===== src/rtl/riscv_branch_pkg.sv =====
// Shared branch-unit definitions: funct3 encodings, predictor counter type and training rule.
package riscv_branch_pkg;

  localparam logic [2:0] F3_BEQ  = 3'b000;
  localparam logic [2:0] F3_BNE  = 3'b001;
  localparam logic [2:0] F3_BLT  = 3'b100;
  localparam logic [2:0] F3_BGE  = 3'b101;
  localparam logic [2:0] F3_BLTU = 3'b110;
  localparam logic [2:0] F3_BGEU = 3'b111;

  typedef logic [1:0] ctr_t;

  localparam ctr_t CTR_SNT = 2'b00;
  localparam ctr_t CTR_WNT = 2'b01;
  localparam ctr_t CTR_WT  = 2'b10;
  localparam ctr_t CTR_ST  = 2'b11;

  // 2-bit saturating counter update for one resolved branch
  function automatic ctr_t ctr_train(input ctr_t ctr, input logic taken);
    ctr_t nxt;
    nxt = ctr;
    if (taken) begin
      if (ctr != CTR_ST) nxt = ctr_t'(ctr + 2'd1);
    end else begin
      if (ctr != CTR_SNT) nxt = ctr_t'(ctr - 2'd1);
    end
    return nxt;
  endfunction

endpackage


===== src/rtl/branch_cmp_core.sv =====
// Combinational branch condition evaluator; jumps are always taken, funct3 010/011 flagged illegal.
module branch_cmp_core
  import riscv_branch_pkg::*;
#(
  parameter int unsigned XLEN = 32
) (
  input  logic [XLEN-1:0] a,
  input  logic [XLEN-1:0] b,
  input  logic [2:0]      funct3,
  input  logic            Jump,
  input  logic            BrUn,
  output logic            taken,
  output logic            illegal
);

  logic eq;
  logic lt_s;
  logic lt_u;
  logic lt;
  logic use_unsigned;

  // Magnitude compare; funct3[1] marks the BLTU/BGEU encodings
  always_comb begin
    eq           = (a == b);
    lt_s         = ($signed(a) < $signed(b));
    lt_u         = (a < b);
    use_unsigned = BrUn | funct3[1];
    lt           = use_unsigned ? lt_u : lt_s;
  end

  // funct3 decode with jump override
  always_comb begin
    taken   = 1'b0;
    illegal = 1'b0;
    if (Jump) begin
      taken = 1'b1;
    end else begin
      case (funct3)
        F3_BEQ:           taken = eq;
        F3_BNE:           taken = ~eq;
        F3_BLT, F3_BLTU:  taken = lt;
        F3_BGE, F3_BGEU:  taken = ~lt;
        default:          illegal = 1'b1;
      endcase
    end
  end

endmodule


===== src/rtl/branch_resolve_bht.sv =====
// EX-stage branch resolver with a direct-mapped 2-bit BHT read by IF and registered results for flush logic.
module branch_resolve_bht
  import riscv_branch_pkg::*;
#(
  parameter int unsigned XLEN        = 32,
  parameter int unsigned BHT_ENTRIES = 64,
  parameter ctr_t        CTR_INIT    = CTR_WNT
) (
  input  logic            clk,
  input  logic            rst,
  input  logic [XLEN-1:0] if_pc,
  output logic            if_pred_taken,
  input  logic            ex_valid,
  input  logic            ex_kill,
  input  logic [XLEN-1:0] ex_pc,
  input  logic [XLEN-1:0] ex_target,
  input  logic [XLEN-1:0] a,
  input  logic [XLEN-1:0] b,
  input  logic [2:0]      funct3,
  input  logic            Jump,
  input  logic            BrUn,
  input  logic            ex_pred_taken,
  output logic            res_valid,
  output logic            res_taken,
  output logic            res_mispredict,
  output logic [XLEN-1:0] res_redirect,
  output logic            res_illegal,
  output logic [31:0]     stat_branches,
  output logic [31:0]     stat_mispred
);

  localparam int unsigned IDX_W  = $clog2(BHT_ENTRIES);
  localparam int unsigned STAT_W = 32;

  ctr_t bht [BHT_ENTRIES];

  logic [IDX_W-1:0] if_idx;
  logic [IDX_W-1:0] ex_idx;
  logic             cmp_taken;
  logic             cmp_illegal;
  logic             fire;
  logic             train_en;
  logic             mispredict_c;
  logic [XLEN-1:0]  redirect_c;
  logic             cnt_mispred;
  logic             unused_if_pc_bits;

  branch_cmp_core #(
    .XLEN(XLEN)
  ) u_cmp (
    .a       (a),
    .b       (b),
    .funct3  (funct3),
    .Jump    (Jump),
    .BrUn    (BrUn),
    .taken   (cmp_taken),
    .illegal (cmp_illegal)
  );

  // Word-aligned PC bits select the predictor entry
  assign if_idx = if_pc[IDX_W+1:2];
  assign ex_idx = ex_pc[IDX_W+1:2];

  // High PC bits and byte offset do not take part in indexing
  assign unused_if_pc_bits = ^{if_pc[XLEN-1:IDX_W+2], if_pc[1:0]};

  // IF prediction reads the array directly, so a same-cycle EX update is not visible yet
  assign if_pred_taken = bht[if_idx][1];

  // EX-cycle result and qualifier terms
  always_comb begin
    fire         = ex_valid & ~ex_kill;
    train_en     = fire & ~Jump & ~cmp_illegal;
    mispredict_c = cmp_taken ^ ex_pred_taken;
    redirect_c   = cmp_taken ? ex_target : (ex_pc + XLEN'(4));
    cnt_mispred  = fire & mispredict_c & ~cmp_illegal;
  end

  // Predictor table: reset to CTR_INIT, train legal conditional branches
  always_ff @(posedge clk) begin
    if (rst) begin
      for (int i = 0; i < int'(BHT_ENTRIES); i++) begin
        bht[i] <= CTR_INIT;
      end
    end else if (train_en) begin
      bht[ex_idx] <= ctr_train(bht[ex_idx], cmp_taken);
    end
  end

  // Result registers: one-cycle valid pulse, payload holds between fires
  always_ff @(posedge clk) begin
    if (rst) begin
      res_valid      <= 1'b0;
      res_taken      <= 1'b0;
      res_mispredict <= 1'b0;
      res_redirect   <= '0;
      res_illegal    <= 1'b0;
    end else begin
      res_valid <= fire;
      if (fire) begin
        res_taken      <= cmp_taken;
        res_mispredict <= mispredict_c;
        res_redirect   <= redirect_c;
        res_illegal    <= cmp_illegal;
      end
    end
  end

  // Wrapping event counters
  always_ff @(posedge clk) begin
    if (rst) begin
      stat_branches <= '0;
      stat_mispred  <= '0;
    end else begin
      if (train_en)    stat_branches <= stat_branches + STAT_W'(1);
      if (cnt_mispred) stat_mispred  <= stat_mispred + STAT_W'(1);
    end
  end

endmodule


===== config.mk =====
export PLATFORM = sky130hd
export DESIGN_NAME = branch_resolve_bht
export DESIGN_NICKNAME = d
export VERILOG_FILES = /design/src/rtl/riscv_branch_pkg.sv /design/src/rtl/branch_cmp_core.sv /design/src/rtl/branch_resolve_bht.sv
export SDC_FILE = /design/constraint.sdc
export NUM_CORES = 1
export LEC_CHECK = 0
export CORE_MARGIN = 2
export CORE_UTILIZATION = 53
export DETAILED_ROUTE_END_ITERATION = 8
export GPL_TIMING_DRIVEN = 0
export PLACE_DENSITY = 0.82
export SLEW_MARGIN = 15
export SYNTH_ARGS = -nofsm -noshare
export SYNTH_HDL_FRONTEND = slang
export SYNTH_SLANG_ARGS = --single-unit

===== constraint.sdc =====
create_clock -name clk -period 4.85 [get_ports clk]
set_clock_uncertainty 0.1 [all_clocks]
set_input_delay 0.97 -clock clk [delete_from_list [all_inputs] [get_ports clk]]
set_output_delay 0.97 -clock clk [all_outputs]
set_load 0.03 [all_outputs]

==> qor.csv <==
stage;metric;value;unit
outcome;run_status;complete, but fails checks;
outcome;violations;negative setup slack;
clock_tree;cts_max_path_buffers;3;
critical_path;crit_required;3780;ps
routing;avgViaCountPerCell;6.22;
sta;rsz0062_at_grt;true;
clock_tree;cts_buffers;25;
critical_path;start_kind;primary input;
routing;drtAntennaViolNets;0;
synth;ys_seq_area_frac;0.438;
sta;hold_viol_final;0;
critical_path;worstPathArrival;3820;ps
synth;yosys.cell_types.count;79;
cells_and_area;nets;1895;
cells_and_area;seq_area;0.00585;mm²
pwr;ir_drop;0.235;mV
global_routing;grt_max_degree;15;
placed_design;dpl_worst_slack;-784;ps
floorplan;initial_utilization;0.535;
flow_run;maxCapViolCount;0;
routing;drc;0;
synth;syn-num-nets;1628;
critical_path;crit_type;primary input to output pin;
sta;worst_pin_slew;1230;ps
synth;synth-async-reset-ratio;0;
sta;layout_setup_ws;-44.4;ps
synth;synth_ff_type;edfxtp_1;
cells_and_area;final_common_cell;clkdlybuf4s50_1;
critical_path;worst_path_most_repeated_cell;mux4_2;
sta;max_freq;0.204;GHz
critical_path;critPathSlowestCell;clkdlybuf4s50_1;
placed_design;dpl_cell_area;0.0162;mm²
floorplan;die_area;0.0265;mm²
cells_and_area;final_cell_mix;clkdlybuf4s50_1, nand2_1, nor2_1, nand3_1, edfxtp_1;
critical_path;crit_chain;clkbuf_1 > buf_2 > mux4_2 > mux4_2 > mux4_2 > clkdlybuf4s50_1;
cells_and_area;diodes;0;
clock_tree;root_buffer;clkbuf_16;
placed_design;io_buffers;237;
critical_path;crit_family;buffers and inverters;
hold_path;min_path_type;flop to flop;
floorplan;fp.coreArea;0.0250;mm²
sta;fin_crit_sh;1.01;
clock_tree;cts_tree;yes;
clock_tree;clkLatencyLatePin;540;ps
routing;drt_iter0_markers;1294;
sta;slew_viol_final;0;
floorplan;die_w;163;µm
routing;wl_per_cell;22.5;µm
synth;syn_area;0.0133;mm²
critical_path;cp-end-kind;output pin;
cells_and_area;stdcell_area;0.0171;mm²
sta;min_period;4890;ps
synth;synth_top_area_cell;edfxtp_1;
cells_and_area;nFillCells;1931;
cells_and_area;drive_gt1_frac;0.0948;
synth;synth-edff-count;128;
global_routing;overflow;0;
sta;setup_violations;1;
placed_design;globalplace.congestion;0.993;
floorplan;ioPinCount;271;
floorplan;die_height;163;µm
global_routing;grt_pass1_vias;12410;
cells_and_area;multi_input_area;0.00695;mm²
floorplan;rows;58;
clock_tree;cts_sinks;228;
critical_path;path_max_fanout;10;
critical_path;slowest_delay;610;ps
placed_design;dp_hpwl;34100;µm
synth;synth_seq_cells;228;
pwr;cellPowerDensity;287;mW/mm²
pwr;p_leak;5.86;nW
cells_and_area;final_core_util;0.683;
sta;relSlewSlack;0.171;
sta;holdWs;354;ps
global_routing;grt.total_usage;0.342;
synth;yosysTopAreaCellShare;0.288;
synth;netlist_instances;1423;
global_routing;grt_pass1_wl;69700;µm
clock_tree;path_clk_slew;60;ps
cells_and_area;syn_to_final_growth;27.8;%
synth;synth_area_per_cell;9.38;µm²
global_routing;antenna_found_initial;1;
synth;ys_warn_count;0;
routing;dr.pass1.iters;6;
critical_path;cp_num_buf_inv;3;
synth;synth_area_leaders;edfxtp_1, dfxtp_1, mux4_2;
routing;drt-total-wl;45800;µm
routing;vias;12686;
clock_tree;htree_levels;1;
path summary, 6_finish.rpt:
kind / startpoint / to / slack (ps) / cells past startpoint
worst max-delay path: if_pc[3] / if_pred_taken / -40 / 6
worst min-delay path: res_redirect[23] / res_redirect[23] / 350 / 2
worst max register to register: bht[29][1] / bht[34][0] / 1540 / 10
worst min register to register: res_redirect[23] / res_redirect[23] / 350 / 2
power by group:
part,internal [W],switching [W]
logic,0.000320,0.000491
clock network,0.00117,0.000817
registers,0.00208,0.0000275
state kept, by name, summed over array words and instances, names as in the netlist:
register and count:
res_illegal 1, stat_branches 32, res_taken 1, res_mispredict 1
res_valid 1, bht 128, stat_mispred 32, res_redirect 32
repair_timing:
action                     in CTS  in global routing
hold buffers                    0                  0
pin swaps                       0                  1
buffers inserted                0                  0
setup endpoints to repair       1                 62
gates resized for setup         7                  5
hold endpoints to repair        0                  0
tightest hold or removal path, cell delays in order (launching register included):
cell	delay [ps]
dfxtp_1	310
nand2_1	50
a21oi_1	50
through the flow:
step / setup TNS [ps] / total power, W / instances
after floorplan: 0 / 0.00258 / 1423
after detailed placement: -30210 / 0.00294 / 1993
after global placement: -68300 / 0.00291 / 1990
final: -44.4 / 0.00490 / 2039
after global routing: -62.3 / 0.00502 / 2039
after CTS: 0 / 0.00488 / 2039
routing by layer:
metal | global-route usage | vias up | part of all wire
met5 | 0 | - | 0
met4 | 0.135 | 0 | 0.045
met3 | 0.105 | 161 | 0.12
met2 | 0.579 | 761 | 0.48
met1 | 0.407 | 6051 | 0.36
li1 | - | 5713 | -
cells by family after synthesis:
logic type	share of synthesized area
xor+xnor	0.0354
fa+ha+maj	0.0343
compound gates	0.107
simple gates	0.251
buf+inv	0.0445
mux	0.0893
flops	0.438
cell type report:
type                    instances  share of cell area
multi-input cells            1047               0.408
flip-flops and latches        228               0.343
repair buffers                240               0.141
clock buffers                  39              0.0459
plain buffers                 101              0.0249
well taps                     330              0.0242
inverters                      47              0.0103
clock inverters                 7             0.00389
cells in the mapped netlist (17+ instances only):
cell      instances
and3_1           17
o21ai_0          19
nand2b_1         55
xnor2_1          23
nand4_1          24
nor2b_1          33
mux4_2           32
nor2_1          148
nand2_1         150
dfxtp_1         100
xor2_1           31
clkbuf_1         71
a21oi_1          72
buf_2            25
nand3_1         128
mux2_2           28
o211ai_1         31
inv_1            45
nor3_1           40
edfxtp_1        128
ha_1             35
Note: power is estimated with default switching activity, not from simulation.
==> RTL edit, RTL diff (same settings) <==
`XLEN` is set to 32 in 2 places; all go to 64.
--- a/src/rtl/branch_cmp_core.sv
+++ b/src/rtl/branch_cmp_core.sv
@@ -2,7 +2,7 @@
 module branch_cmp_core
   import riscv_branch_pkg::*;
 #(
-  parameter int unsigned XLEN = 32
+  parameter int unsigned XLEN = 64
 ) (
   input  logic [XLEN-1:0] a,
   input  logic [XLEN-1:0] b,
--- a/src/rtl/branch_resolve_bht.sv
+++ b/src/rtl/branch_resolve_bht.sv
@@ -2,7 +2,7 @@
 module branch_resolve_bht
   import riscv_branch_pkg::*;
 #(
-  parameter int unsigned XLEN        = 32,
+  parameter int unsigned XLEN        = 64,
   parameter int unsigned BHT_ENTRIES = 64,
   parameter ctr_t        CTR_INIT    = CTR_WNT
 ) (
Interface: changed (6 resized); port bits go from 271 to 463. No check against the original RTL was run, so the function may have changed too.
==> RTL edit against the original RTL <==
Clock power grew 6%; non-clock buffer count rose by 180; the run still ends with negative setup slack left; worst setup slack gained 0.021 ns; sequential cell count is 32 higher; largest cell class unchanged; synthesized cell count increased by 22%; area after synthesis is 18% higher; routed wire length grew 29%; design area rose by 24%; total power is 15% higher; count of clock-buffer cells in the layout fell by 6; fmax up 0.43%.
==> RTL edit: results (changes against the original RTL) <==
metric,value,unit,change
hold_ws,0.389,ns,+0.0347 ns
insertion_delay,0.56,ns,+0.02 ns
cp_max_fo,10,,unchanged
routedLengthMet1,22400,um,+37%
worstHoldStart,res_redirect[20],,
placedCellCount,2535,,+27%
wl_met2,26300,um,+21%
dpl-instance-area,20200,um2,+25%
drt_iter0_drc,1935,,+50%
setup_slack,-0.0236,ns,+0.0208 ns
swShare,28.6,%,+1.4 points
hpwl,45600,um,+34%
cts-buffers-inserted,28,,+12%
maxSlewHeadroom,20.8,%,+3.7 points
reg2reg_to,bht[13][1],,
postRouteWirelength,58800,um,+29%
finalNetCount,2571,,+36%
failed_checks,negative setup slack,,
use_met3,11.2,%,+0.61 points
globalRouteTotalUtil,37.0,%,+2.8 points
muxShareOfSynthArea,6.70,%,-2.2 points
synth_compound_area_share,11.7,%,+1.0 points
arrival,5.02,ns,+1.20 ns
grt_max_degree,20,,+5
p_seq_share,42.4,%,-0.6 points
timing.rr.start,bht[13][0],,
status,"finished, violations left",,
fin_setup_tns,-0.0399,ns,+0.00449 ns
synth_area_leaders,"edfxtp_1 (24%), dfxtp_1 (17%), ha_1 (5.3%)",,
grtUsageMet1,47.7,%,+7.0 points
powerDensity,266,nW/um2,-7.6%
grtUsageMet2,58.6,%,+0.75 points
gp_congestion,1.00,,+1.2%
ys_seq_area_share,41.3,%,-2.5 points
top_layer,met5,,
final-setup-viol-count,4,,+3
ys_types,72,,-8.9%
ir_worst_vdd,0.264,mV,+12%
comb-power,1.14,mW,+41%
post-place-ws,-0.960,ns,-0.177 ns
critPathMaxStageDelay,0.64,ns,+0.03 ns
yosys.area_share.adder,5.47,%,+2.0 points
drive_above_1_share,7.33,%,-2.1 points
wl_met3,7650,um,+37%
synth_common_cells,"nor2_1 (185), nand2_1 (151), dfxtp_1 (132)",,
portBuffers,401,,+69%
grt_pass1_wl,88600,um,+27%
synth_top_flop_cell,dfxtp_1,,
synth_cells,1743,,+22%
leakagePower,7.76,nW,+32%
grt_pass1_vias,15600,,+26%
==> RTL edit: timing repair <==
action,CTS,global route
gates resized for setup,13,20
endpoints found under the setup margin,129,195
cloned,0,0
==> RTL edit: area by class of cell <==
| type | count | area (um2) |
|---|---|---|
| clock buffers | 33 | 751 |
| repair buffers | 402 | 4020 |
| plain buffers | 119 | 528 |
| fillers | 2217 | 8220 |
| clock inverters | 18 | 135 |
| flip-flops and latches | 260 | 6490 |
| multi-input cells | 1278 | 8450 |
| diodes | 1 | 2.50 |
| inverters | 85 | 319 |
| well taps | 390 | 488 |
==> RTL edit: worst max path at each step <==
stage                  endpoint  startpoint  depth (start not counted)
2_1_floorplan     if_pred_taken    if_pc[2]                          5
3_3_place_gp      if_pred_taken    if_pc[2]                          6
3_5_place_dp      if_pred_taken    if_pc[2]                          6
4_1_cts        stat_mispred[11]       b[54]                         14
5_1_grt        stat_mispred[11]       b[54]                         14
6_report             bht[19][0]    ex_pc[2]                         14
